===== config.mk =====
export PLATFORM = sky130hd
export DESIGN_NAME = magnitude_window_stats_flat
export DESIGN_NICKNAME = d
export VERILOG_FILES = /design/src/rtl/magnitude_window_stats_if.sv /design/src/rtl/magnitude_window_stats.sv /design/src/flat_wrapper.sv
export SDC_FILE = /design/constraint.sdc
export NUM_CORES = 1
export LEC_CHECK = 0
export CAP_MARGIN = 20
export CORE_MARGIN = 2
export CORE_UTILIZATION = 50
export DETAILED_ROUTE_END_ITERATION = 8
export PLACE_DENSITY = 0.71
export SYNTH_ARGS = -nofsm -noshare
export SYNTH_HDL_FRONTEND = slang
export SYNTH_SLANG_ARGS = --single-unit

===== constraint.sdc =====
create_clock -name clk -period 5.3 [get_ports clk]
set_clock_uncertainty 0.15 [all_clocks]
set_input_delay 1.06 -clock clk [delete_from_list [all_inputs] [get_ports clk]]
set_output_delay 1.06 -clock clk [all_outputs]
set_load 0.01 [all_outputs]

===== src/rtl/magnitude_window_stats_if.sv =====
// Sample stream in, windowed peak/average result out, plus status flags.
// slave is the statistics block's view; master is the driving environment's view.
interface magnitude_window_stats_if;
    logic [7:0] mag_in;
    logic       mag_valid;
    logic       mag_ready;
    logic       clear;
    logic [7:0] out_peak;
    logic [7:0] out_avg;
    logic       out_valid;
    logic       out_ready;
    logic       alarm;
    logic       overrun;

    modport slave (
        input  mag_in, mag_valid, clear, out_ready,
        output mag_ready, out_peak, out_avg, out_valid, alarm, overrun
    );

    modport master (
        output mag_in, mag_valid, clear, out_ready,
        input  mag_ready, out_peak, out_avg, out_valid, alarm, overrun
    );
endinterface


===== src/rtl/magnitude_window_stats.sv =====
// Peak/mean over fixed 2^WIN_LOG2-sample windows with hysteresis alarm; result one cycle after last accept.
// Intake stalls (mag_ready=0) while a result is held; samples offered then set the sticky overrun flag.
module magnitude_window_stats #(
    parameter int unsigned WIN_LOG2  = 3,
    parameter logic [7:0]  THRESH_HI = 8'd100,
    parameter logic [7:0]  THRESH_LO = 8'd80
) (
    input  logic                           clk,
    input  logic                           rst_n,
    magnitude_window_stats_if.slave        bus
);
    localparam int unsigned SUM_W = 8 + WIN_LOG2;
    localparam logic [WIN_LOG2-1:0] CNT_LAST = '1;

    typedef enum logic {ACCUM = 1'b0, HOLD = 1'b1} state_e;

    state_e              state_q, state_d;
    logic [SUM_W-1:0]    sum_q, sum_d, sum_acc;
    logic [7:0]          peak_q, peak_d, peak_acc;
    logic [WIN_LOG2-1:0] cnt_q, cnt_d;
    logic [7:0]          out_peak_q, out_peak_d;
    logic [7:0]          out_avg_q, out_avg_d;
    logic [7:0]          avg_new;
    logic                out_valid_q, out_valid_d;
    logic                alarm_q, alarm_d;
    logic                overrun_q, overrun_d;
    logic                accept;

    assign accept   = bus.mag_valid && (state_q == ACCUM) && !bus.clear;
    assign sum_acc  = sum_q + SUM_W'(bus.mag_in);
    assign peak_acc = (bus.mag_in > peak_q) ? bus.mag_in : peak_q;
    assign avg_new  = sum_acc[SUM_W-1:WIN_LOG2];

    always_comb begin
        state_d     = state_q;
        sum_d       = sum_q;
        peak_d      = peak_q;
        cnt_d       = cnt_q;
        out_peak_d  = out_peak_q;
        out_avg_d   = out_avg_q;
        out_valid_d = out_valid_q;
        alarm_d     = alarm_q;
        overrun_d   = overrun_q;

        if (bus.clear) begin
            // clear wins over any sample, handshake or overrun in the same cycle
            state_d     = ACCUM;
            sum_d       = '0;
            peak_d      = '0;
            cnt_d       = '0;
            out_valid_d = 1'b0;
            alarm_d     = 1'b0;
            overrun_d   = 1'b0;
        end else begin
            if (bus.mag_valid && (state_q == HOLD)) begin
                overrun_d = 1'b1;
            end
            case (state_q)
                ACCUM: begin
                    if (accept) begin
                        sum_d  = sum_acc;
                        peak_d = peak_acc;
                        cnt_d  = cnt_q + 1'b1;
                        if (cnt_q == CNT_LAST) begin
                            state_d     = HOLD;
                            out_peak_d  = peak_acc;
                            out_avg_d   = avg_new;
                            out_valid_d = 1'b1;
                            if (avg_new >= THRESH_HI) begin
                                alarm_d = 1'b1;
                            end else if (avg_new <= THRESH_LO) begin
                                alarm_d = 1'b0;
                            end
                        end
                    end
                end
                HOLD: begin
                    if (out_valid_q && bus.out_ready) begin
                        state_d     = ACCUM;
                        out_valid_d = 1'b0;
                        sum_d       = '0;
                        peak_d      = '0;
                        cnt_d       = '0;
                    end
                end
                default: state_d = ACCUM;
            endcase
        end
    end

    always_ff @(posedge clk or negedge rst_n) begin
        if (!rst_n) begin
            state_q     <= ACCUM;
            sum_q       <= '0;
            peak_q      <= '0;
            cnt_q       <= '0;
            out_peak_q  <= '0;
            out_avg_q   <= '0;
            out_valid_q <= 1'b0;
            alarm_q     <= 1'b0;
            overrun_q   <= 1'b0;
        end else begin
            state_q     <= state_d;
            sum_q       <= sum_d;
            peak_q      <= peak_d;
            cnt_q       <= cnt_d;
            out_peak_q  <= out_peak_d;
            out_avg_q   <= out_avg_d;
            out_valid_q <= out_valid_d;
            alarm_q     <= alarm_d;
            overrun_q   <= overrun_d;
        end
    end

    assign bus.mag_ready = (state_q == ACCUM);
    assign bus.out_peak  = out_peak_q;
    assign bus.out_avg   = out_avg_q;
    assign bus.out_valid = out_valid_q;
    assign bus.alarm     = alarm_q;
    assign bus.overrun   = overrun_q;
endmodule


===== src/flat_wrapper.sv =====
// flat-port wrapper written by rule: the top's interface ports become plain ports
module magnitude_window_stats_flat 
#(
    parameter int unsigned WIN_LOG2  = 3,
    parameter logic [7:0]  THRESH_HI = 8'd100,
    parameter logic [7:0]  THRESH_LO = 8'd80
)
  (clk, rst_n, bus_mag_in, bus_mag_valid, bus_clear, bus_out_ready, bus_mag_ready, bus_out_peak, bus_out_avg, bus_out_valid, bus_alarm, bus_overrun);
  magnitude_window_stats_if bus_i ();
  input  logic clk;
  input  logic rst_n;
  input wire logic [$bits(bus_i.mag_in)-1:0] bus_mag_in;
  input wire logic [$bits(bus_i.mag_valid)-1:0] bus_mag_valid;
  input wire logic [$bits(bus_i.clear)-1:0] bus_clear;
  input wire logic [$bits(bus_i.out_ready)-1:0] bus_out_ready;
  output wire logic [$bits(bus_i.mag_ready)-1:0] bus_mag_ready;
  output wire logic [$bits(bus_i.out_peak)-1:0] bus_out_peak;
  output wire logic [$bits(bus_i.out_avg)-1:0] bus_out_avg;
  output wire logic [$bits(bus_i.out_valid)-1:0] bus_out_valid;
  output wire logic [$bits(bus_i.alarm)-1:0] bus_alarm;
  output wire logic [$bits(bus_i.overrun)-1:0] bus_overrun;
  assign bus_i.mag_in = bus_mag_in;
  assign bus_i.mag_valid = bus_mag_valid;
  assign bus_i.clear = bus_clear;
  assign bus_i.out_ready = bus_out_ready;
  assign bus_mag_ready = bus_i.mag_ready;
  assign bus_out_peak = bus_i.out_peak;
  assign bus_out_avg = bus_i.out_avg;
  assign bus_out_valid = bus_i.out_valid;
  assign bus_alarm = bus_i.alarm;
  assign bus_overrun = bus_i.overrun;
  magnitude_window_stats #(.WIN_LOG2(WIN_LOG2), .THRESH_HI(THRESH_HI), .THRESH_LO(THRESH_LO)) u_core (.clk(clk), .rst_n(rst_n), .bus(bus_i));
endmodule

==> results.txt <==
Die Footprint: 5370 um^2
DP Wirelength: 3400 um
Slowest cell on the critical path: clkdlybuf4s50_1
Routed Antenna Nets: 0
Unrepaired setup endpoints after global routing: false
Asr flop ratio synth: 100%
Post-CTS resize count: 0
Post-detailed-routing wire length: 4750 um
Drt drc: 0
Initial DRC Count: 79
Antenna diodes: 0
Class of the worst hold path: reg2reg
Minimum clock period: 3570 ps
#FFs+latches synth: 42
Nature of the critical path startpoint: primary input
Pre-CTS WS: 1420 ps
Number of buffers and inverters on the critical path: 2
Row cnt: 25
Peak supply drop: 0.115 mV
Count of buffers from port buffering: 32
Starting utilization of the core area: 51.5%
Largest delay contributor family on the critical path: compound AO/OA/AOI/OAI gates
Number of setup violations in the final report: 0
Fin worst setup slack: 1730 ps
Number of maximum-capacitance violations: 0
Maximum fanout along the worst path: 5
Yosys top cell by area: dfrtp_1
Global placer's final weighted congestion: 0.845
Total power divided by cell area: 263 nW/um^2
Number of hold buffers added after cts: 0
Peak per-stage delay on the critical path: 520 ps
Filler Cells Inserted: 408
Synth-to-layout area growth: 19.0%
Arrival time worst endpoint: 3630 ps
Post-synthesis instance total: 239
Worst setup path class: in2reg
Required time at the endpoint of the critical path: 5360 ps
TritonCTS clock tree: yes
Slew Viols, Final: 0
DIE WIDTH: 73.3 um
Number of global-route vias before repair: 1760
Sequence of cells on the critical path: clkdlybuf4s50_1 -> ha_1 -> inv_1 -> fa_1 -> nor2b_1 -> o21a_1 -> nor2_1 -> a2111oi_4 -> nand4bb_1 -> o2111ai_1 -> a211oi_2
Cell area after technology mapping: 2400 um^2
Post-Syn Nets: 271
Fin. Hold Viols: 0
Count of flip-flops with a built-in enable after synthesis: 0
Sum Neg Setup Slack: 0 ps
Total core area: 4660 um^2
Setup Fix Bufs, Post-CTS: 0
Warning count from the yosys run: 0
Final std cell area, no fill: 2860 um^2
Hold wc startpoint: u_core.bus.out_avg[3]
Clock sink total: 42
Per-instance average area after synthesis: 10.0 um^2
# IOs: 33
Primary FF master, synth: dfrtp_1
Ratio of routed vias to standard cells: 5.56
Slew Limit Headroom: 38.5%
Clock Pin Slew Worst Setup and Hold Paths: 70 ps
Worst-skew pair later-pin latency: 300 ps
Number of clock buffers inserted by TritonCTS: 5
Number of distinct library cells after synthesis: 43
Worst setup slack for register-to-register paths: 2620 ps
LEAKAGE: 0.00134 uW
Result of the run: completed
Timing-limited maximum frequency: 0.280 GHz
Most common cell after layout, fill and taps aside: dfrtp_1
CTS root buf: clkbuf_8
Number of nets in the finished design: 303
Maximum number of pins on one net before global-route repair: 43
First-pass GRT wire length: 8160 um
Number of antenna violations at the first check in global routing: 0
Via Count: 1813
Instance area at placement: 2770 um^2
Pin slew with the least headroom to its limit: 923 ps
Largest cells by area after synthesis: dfrtp_1, ha_1, a22o_1
Buffer levels on the longest clock path: 2
Drt pass-1 iters: 4
Most used cells in the layout excluding fill and tap cells: dfrtp_1, clkdlybuf4s50_1, nand2_1
Global route total overflow: 0
Kind of end point of the critical path: flop
Crit Reg-Reg Startpoint: u_core.sum_q[0]
Max H-tree Level: 2
Layout cells sized above 1: 6.99%
Wire per inst: 14.6 um
Top cell type's share of synthesized area: 43.8%
Fin crit share: 67.4%
GRT Overall Usage: 19.9%
Critical path origin: bus_mag_in[0]
Die Ht: 73.3 um
Fraction of the yosys area taken by sequential cells: 43.8%
-- worst paths after layout --
path                                               end  cells past startpoint
min in group asynchronous       u_core.bus.out_peak[0]                      1
max in group asynchronous             u_core.sum_q[10]                      1
worst max-delay path                  u_core.bus.alarm                     11
worst min-delay path             u_core.bus.out_avg[3]                      2
worst max register to register        u_core.bus.alarm                     10
worst min register to register   u_core.bus.out_avg[3]                      2
-- power breakdown --
group / internal (uW) / switching, uW
Clock: 105 / 109
Sequential: 336 / 12.6
Combinational: 83.7 / 106
-- routing by layer --
metal / vias up / routed length [um] / GRT usage [%]
met1: 867 / 2390 / 26.8
met3: 6 / 106 / 4.12
met5: - / 0 / 0
met2: 19 / 2190 / 31.9
met4: 0 / 66 / 6.67
li1: 921 / - / -
-- synth_stat cells (2+ instances only) --
master	number
xnor2_1	5
ha_1	18
dfrtp_1	42
clkbuf_1	8
a211oi_1	2
o21a_1	5
mux2_2	4
nor3b_1	3
nor3_1	3
nand2_1	28
mux2i_1	8
a21oi_1	8
o21bai_1	4
nand4_1	2
and2_1	4
xor2_1	2
a22o_1	14
a21o_1	6
nor2b_1	4
nor2_1	13
inv_1	12
o21ai_0	23
-- state kept, by name, indices dropped and copies added, names as in the netlist --
name / cells
u_core.peak_q: 8
u_core.bus.out_peak: 8
u_core.bus.out_valid: 1
u_core.bus.alarm: 1
u_core.bus.overrun: 1
u_core.sum_q: 11
u_core.cnt_q: 3
u_core.bus.out_avg: 8
u_core.state_q: 1
-- worst min-delay path: cells and delay by family (launching register included) --
kind / cells / cell delay, ps
simple gates: 1 / 40
compound gates: 1 / 60
flops: 1 / 340
-- metrics by stage --
| step | utilization [%] | instances | hold WS [ps] | power, uW |
|---|---|---|---|---|
| after detailed placement | 59.3 | 318 | 319 | 542 |
| final | 61.3 | 326 | 327 | 752 |
| after CTS | 61.3 | 326 | 336 | 759 |
| after floorplan | - | 239 | 304 | 488 |
| after global placement | 59.3 | 318 | 310 | 540 |
| after global routing | 61.3 | 326 | 352 | 794 |
-- area by class of cell --
| type | instances | area, um^2 | share of cell area [%] |
|---|---|---|---|
| sequential | 42 | 1050 | 36.8 |
| inverter | 12 | 45.0 | 1.58 |
| timing repair buffer | 34 | 330 | 11.6 |
| tap | 54 | 67.6 | 2.37 |
| multi-input combinational | 176 | 1270 | 44.5 |
| clock buffer | 7 | 86.3 | 3.02 |
| clock inverter | 1 | 5.00 | 0.175 |
-- logic make-up (layout without fill, tap and decap cells) --
kind of cell / Yosys count / count (layout) / share of synthesized area, %
AO/OA/AOI/OAI: 72 / 72 / 21.4
AND/OR/NAND/NOR: 66 / 66 / 13.5
flip-flops: 42 / 42 / 43.8
buffers and inverters: 21 / 54 / 3.28
adder cells (fa/ha/maj): 19 / 19 / 10.2
multiplexers: 12 / 12 / 5.21
XOR/XNOR: 7 / 7 / 2.55
Note: power is estimated with default switching activity, not from simulation.
